===== src/rtl/subservient_gpio_pkg.sv =====
// Shared definitions for the subservient GPIO bank.
// Register word addresses and byte-lane write helper.
package subservient_gpio_pkg;

  localparam logic [2:0] ADR_OUT = 3'd0;
  localparam logic [2:0] ADR_OE  = 3'd1;
  localparam logic [2:0] ADR_IN  = 3'd2;
  localparam logic [2:0] ADR_IE  = 3'd3;
  localparam logic [2:0] ADR_IP  = 3'd4;
  localparam logic [2:0] ADR_POL = 3'd5;

  // Replace only the byte lanes whose select bit is set.
  function automatic logic [31:0] byte_update(
    input logic [31:0] old,
    input logic [31:0] dat,
    input logic [3:0]  sel
  );
    logic [31:0] r;
    r = old;
    for (int b = 0; b < 4; b++) begin
      if (sel[b]) r[8*b +: 8] = dat[8*b +: 8];
    end
    return r;
  endfunction

endpackage


===== src/rtl/subservient_gpio_sync.sv =====
// Multi-stage input synchroniser for the GPIO pads.
// Flop chain only; edge detection lives in the bank.
module subservient_gpio_sync
  import subservient_gpio_pkg::*;
#(
  parameter int unsigned WIDTH  = 8,
  parameter int unsigned STAGES = 2
) (
  input  logic             i_clk,
  input  logic             i_rst_n,
  input  logic [WIDTH-1:0] i_d,
  output logic [WIDTH-1:0] o_q
);

  logic [WIDTH-1:0] chain_q [STAGES];

  // shift pad samples down the chain
  always_ff @(posedge i_clk or negedge i_rst_n) begin
    if (!i_rst_n) begin
      for (int s = 0; s < int'(STAGES); s++) chain_q[s] <= '0;
    end else begin
      chain_q[0] <= i_d;
      for (int s = 1; s < int'(STAGES); s++) chain_q[s] <= chain_q[s-1];
    end
  end

  assign o_q = chain_q[STAGES-1];

endmodule


===== src/rtl/subservient_gpio_bank.sv =====
// WIDTH-bit GPIO bank on a Wishbone peripheral port with
// output enables, synchronised inputs and edge interrupts.
module subservient_gpio_bank
  import subservient_gpio_pkg::*;
#(
  parameter int unsigned      WIDTH       = 8,
  parameter int unsigned      SYNC_STAGES = 2,
  parameter logic [WIDTH-1:0] OUT_RST     = '0
) (
  input  logic             i_clk,
  input  logic             i_rst_n,
  input  logic [2:0]       i_wb_adr,
  input  logic [31:0]      i_wb_dat,
  input  logic [3:0]       i_wb_sel,
  input  logic             i_wb_we,
  input  logic             i_wb_stb,
  output logic [31:0]      o_wb_rdt,
  output logic             o_wb_ack,
  input  logic [WIDTH-1:0] i_gpio,
  output logic [WIDTH-1:0] o_gpio,
  output logic [WIDTH-1:0] o_gpio_oe,
  output logic             o_irq
);

  logic [WIDTH-1:0] out_q, oe_q, ie_q, ip_q, pol_q;
  logic [WIDTH-1:0] in_s, prev_q, edge_s, ip_clr;
  logic [31:0]      out_w, oe_w, ie_w, ip_w, pol_w, in_w;
  logic [31:0]      out_n, oe_n, ie_n, pol_n, clr_n;
  logic [31:0]      rd_data;
  logic             acc, wr;
  logic             unused_bits;

  subservient_gpio_sync #(
    .WIDTH  (WIDTH),
    .STAGES (SYNC_STAGES)
  ) u_sync (
    .i_clk   (i_clk),
    .i_rst_n (i_rst_n),
    .i_d     (i_gpio),
    .o_q     (in_s)
  );

  assign acc = i_wb_stb & ~o_wb_ack;
  assign wr  = acc & i_wb_we;

  // zero-extend the registers onto the 32-bit bus
  always_comb begin
    out_w = '0;
    oe_w  = '0;
    ie_w  = '0;
    ip_w  = '0;
    pol_w = '0;
    in_w  = '0;
    out_w[WIDTH-1:0] = out_q;
    oe_w[WIDTH-1:0]  = oe_q;
    ie_w[WIDTH-1:0]  = ie_q;
    ip_w[WIDTH-1:0]  = ip_q;
    pol_w[WIDTH-1:0] = pol_q;
    in_w[WIDTH-1:0]  = in_s;
  end

  assign out_n = byte_update(out_w, i_wb_dat, i_wb_sel);
  assign oe_n  = byte_update(oe_w, i_wb_dat, i_wb_sel);
  assign ie_n  = byte_update(ie_w, i_wb_dat, i_wb_sel);
  assign pol_n = byte_update(pol_w, i_wb_dat, i_wb_sel);
  assign clr_n = byte_update('0, i_wb_dat, i_wb_sel);

  assign unused_bits = ^{out_n, oe_n, ie_n, pol_n, clr_n};

  // read multiplexer; unmapped words read as zero
  always_comb begin
    rd_data = '0;
    case (i_wb_adr)
      ADR_OUT: rd_data = out_w;
      ADR_OE:  rd_data = oe_w;
      ADR_IN:  rd_data = in_w;
      ADR_IE:  rd_data = ie_w;
      ADR_IP:  rd_data = ip_w;
      ADR_POL: rd_data = pol_w;
      default: rd_data = '0;
    endcase
  end

  assign edge_s = (pol_q & in_s & ~prev_q)
                | (~pol_q & ~in_s & prev_q);

  assign ip_clr = (wr && i_wb_adr == ADR_IP)
                ? clr_n[WIDTH-1:0] : '0;

  // single-cycle ack with read data captured on the same edge
  always_ff @(posedge i_clk or negedge i_rst_n) begin
    if (!i_rst_n) begin
      o_wb_ack <= 1'b0;
      o_wb_rdt <= '0;
    end else begin
      o_wb_ack <= acc;
      if (acc) o_wb_rdt <= rd_data;
    end
  end

  // software-owned control registers
  always_ff @(posedge i_clk or negedge i_rst_n) begin
    if (!i_rst_n) begin
      out_q <= OUT_RST;
      oe_q  <= '0;
      ie_q  <= '0;
      pol_q <= '0;
    end else if (wr) begin
      case (i_wb_adr)
        ADR_OUT: out_q <= out_n[WIDTH-1:0];
        ADR_OE:  oe_q  <= oe_n[WIDTH-1:0];
        ADR_IE:  ie_q  <= ie_n[WIDTH-1:0];
        ADR_POL: pol_q <= pol_n[WIDTH-1:0];
        default: ;
      endcase
    end
  end

  // edge history, pending flags (edge beats W1C) and irq
  always_ff @(posedge i_clk or negedge i_rst_n) begin
    if (!i_rst_n) begin
      prev_q <= '0;
      ip_q   <= '0;
      o_irq  <= 1'b0;
    end else begin
      prev_q <= in_s;
      ip_q   <= (ip_q & ~ip_clr) | edge_s;
      o_irq  <= |(ip_q & ie_q);
    end
  end

  assign o_gpio    = out_q;
  assign o_gpio_oe = oe_q;

endmodule

===== config.mk =====
export PLATFORM = sky130hd
export DESIGN_NAME = subservient_gpio_bank
export DESIGN_NICKNAME = d
export VERILOG_FILES = /design/src/rtl/subservient_gpio_pkg.sv /design/src/rtl/subservient_gpio_sync.sv /design/src/rtl/subservient_gpio_bank.sv
export SDC_FILE = /design/constraint.sdc
export NUM_CORES = 1
export LEC_CHECK = 0
export BUFFER_PORTS_ARGS = -buffer_cell sky130_fd_sc_hd__buf_2
export CAP_MARGIN = 5
export CORE_MARGIN = 4
export CORE_UTILIZATION = 46
export CTS_CLUSTER_DIAMETER = 80
export DETAILED_ROUTE_END_ITERATION = 7
export PLACE_DENSITY = 0.84
export SYNTH_ARGS = -nofsm -noshare
export SYNTH_HDL_FRONTEND = slang
export SYNTH_SLANG_ARGS = --single-unit

===== constraint.sdc =====
create_clock -name i_clk -period 1.65 [get_ports i_clk]
set_clock_uncertainty 0.2 [all_clocks]
set_input_delay 0.33 -clock i_clk [delete_from_list [all_inputs] [get_ports i_clk]]
set_output_delay 0.33 -clock i_clk [all_outputs]
set_load 0.01 [all_outputs]

==> flow_summary.ini <==
[synthesis]
synth.avg_cell_area_um2 = 11.3
syn_area_um2 = 3300
yosysTopAreaCell = dfrtp_1
ys.warnings.count = 0
synthCells = 291
synth_area_leaders = dfrtp_1, mux2_2, buf_4
yosysTopAreaCellShare = 0.561
synth_cell_types = 33
ys_ff_latch = 74
ys_seq_area_frac = 0.561

[cells_and_area]
area_delta_synth_final_pct = 26.1
fin_cells = 477
fin_nets = 428
drive_gt1_frac = 0.370
diodes = 0
layout_common_cells = dfrtp_1, buf_2, nand2_1, conb_1, buf_4
final_common_cell = dfrtp_1

[global_route]
grt_pass1_vias = 2379
track_usage = 0.174
grt_first_pass_wirelength_um = 11600
grt_start_max_net_pins = 75
grt_antenna_before_repair = 0
overflow = 0

[floorplan]
coreArea_um2 = 6870
fp.dieH_um = 92.7
start_util = 0.481
rows = 30
ios = 101
die_area_um2 = 8590
die_width_um = 92.7

[clock_tree]
path_clk_slew_ns = 0.07
cts_tree = built
clockBufferDepth = 2
cts.sinks = 74
cts_buffers = 9
insertion_delay_ns = 0.34
cts_root_buffer = clkbuf_8
htree_levels = 3

[setup_path]
worst_setup_path_end_kind = register
required_ns = 1.68
worstRegToRegCells = 4
critPathMaxFanout = 4
r2r_start = o_wb_ack
worstSetupPathType = reg2reg
crit_start = o_wb_ack
cp-start-kind = register
r2r_end = o_gpio_oe[0]
critPathCapture = o_gpio_oe[0]
rrSetupSlack_ns = -0.19
crit_arrival_ns = 1.87

[drt]
dr.first_iter.drc_count = 146
antenna_left = 0
wl_per_cell_um = 14.9
drc_errors = 0
via_per_inst = 4.99
firstDrtPassIters = 4
vias = 2381
wirelength_um = 7090

[timing]
post-route-period-util = 1.12
hold_viol = 0
slew_violations = 0
setup_viol = 38
clock.fmax_ghz = 0.543
finalWorstSetupSlack_ns = -0.191
rsz0062_at_grt = true
period_needed_ns = 1.84
tns_ns = -3.19

[pwr]
internal_power_uw = 2990
p_sw_uw = 1170
swShare = 0.280
p_leak_uw = 0.00198
p_comb_frac = 0.180
powerDensity_nw_per_um2 = 999
ir_drop_v = 0.000459
seq_power_share = 0.526
clockPowerShare = 0.294

[placement]
port_buffers = 49
dpl.hpwl_um = 5060
gp_routability_congestion = 0.825
dp_cells = 451

[hold_path]
hp-start = i_wb_dat[4]
worst_hold_path_type = in2reg

[status]
violations = negative setup slack
status = complete, but fails checks

[flow_run]
maxCapViolCount = 0
-- stage by stage --
step | area, µm² | power, µW | setup WS [ns] | utilization | hold slack, ns
after floorplan | 3390 | 2620 | -0.109 | - | -0.166
after global placement | 3750 | 2870 | -0.153 | 0.546 | 0.132
after detailed placement | 3750 | 2910 | -0.214 | 0.546 | 0.135
after CTS | 4070 | 4170 | -0.182 | 0.592 | 0.0290
after global routing | 4160 | 4390 | -0.259 | 0.606 | 0.0454
final | 4160 | 4160 | -0.191 | 0.606 | 0.0443
-- final cells by class --
cell class | instances | area (µm²)
well taps | 96 | 120
multi-input cells | 194 | 1330
flip-flops and latches | 74 | 1850
clock buffers | 12 | 155
clock inverters | 3 | 15.0
fillers | 557 | 2710
inverters | 9 | 33.8
repair buffers | 89 | 658
-- logic make-up after synthesis --
family                 count (synthesis)  share of synthesized area
and+or+nand+nor                       74                      0.119
other                                  1                    0.00114
AOI/OAI and AO/OA                     64                      0.124
DFF                                   74                      0.561
buffers and inverters                 46                     0.0910
muxes                                 32                      0.104
-- power by group through the flow --
stage               sequential [µW]  combinational, µW  clock (µW)
detailed placement             2210                697           0
global placement               2190                674           0
floorplan                      2220                394           0
global route                   2220                831        1340
CTS                            2170                732        1260
finish                         2190                748        1220
-- routing by layer --
layer,vias to the layer above,share of wire,track usage
li1,1131,-,-
met1,1152,0.45,0.237
met2,93,0.47,0.273
met3,5,0.076,0.0382
met4,0,0.0051,0.0684
met5,-,0,0
-- synthesized netlist by cell type, drive strengths merged --
cell type and instances:
o211ai 8, conb 1, inv 9, nor2 21, a221oi 4, nand4b 1
clkbuf 7, a211o 2, nand3b 4, nand2b 3, nor4b 1, nor3b 1
nor3 4, dfrtp 74, a21oi 10, nand4bb 1, nand2 34, mux2 18
nor2b 2, or4 1, buf 30, o21ai 30, a31oi 6, nand4 1
a22oi 4, mux2i 14
-- sequential cells by signal, indices dropped and copies added (netlist names) --
| register | cells |
|---|---|
| ie_q | 8 |
| ip_q | 8 |
| o_gpio | 8 |
| o_gpio_oe | 8 |
| o_irq | 1 |
| o_wb_ack | 1 |
| o_wb_rdt | 8 |
| pol_q | 8 |
| prev_q | 8 |
| u_sync.chain_q | 8 |
| u_sync.o_q | 8 |
-- what timing repair did --
| item | CTS | global route |
|---|---|---|
| resized for setup | 20 | 19 |
| cloned | 0 | 1 |
| hold buffers | 9 | 0 |
| pin swaps | 0 | 7 |
| endpoints found under the hold margin | 82 | 0 |
| endpoints found under the setup margin | 33 | 40 |
| buffers inserted | 1 | 0 |
-- critical path: stages, from the launching register on --
cell and delay [ns]:
dfrtp_1 0.39, nand4b_4 0.22, nor4b_4 0.38, buf_4 0.21
mux2_2 0.32
-- worst min-delay path by stage --
| stage | end | slack, ns | cells after the start |
|---|---|---|---|
| 2_1_floorplan | ie_q[0] | -0.17 | 0 |
| 3_3_place_gp | u_sync.o_q[1] | 0.13 | 0 |
| 3_5_place_dp | u_sync.o_q[4] | 0.13 | 0 |
| 4_1_cts | o_gpio_oe[4] | 0.03 | 2 |
| 5_1_grt | o_gpio_oe[2] | 0.05 | 2 |
| 6_report | o_gpio_oe[4] | 0.04 | 2 |
Note: power is estimated with default switching activity, not from simulation.
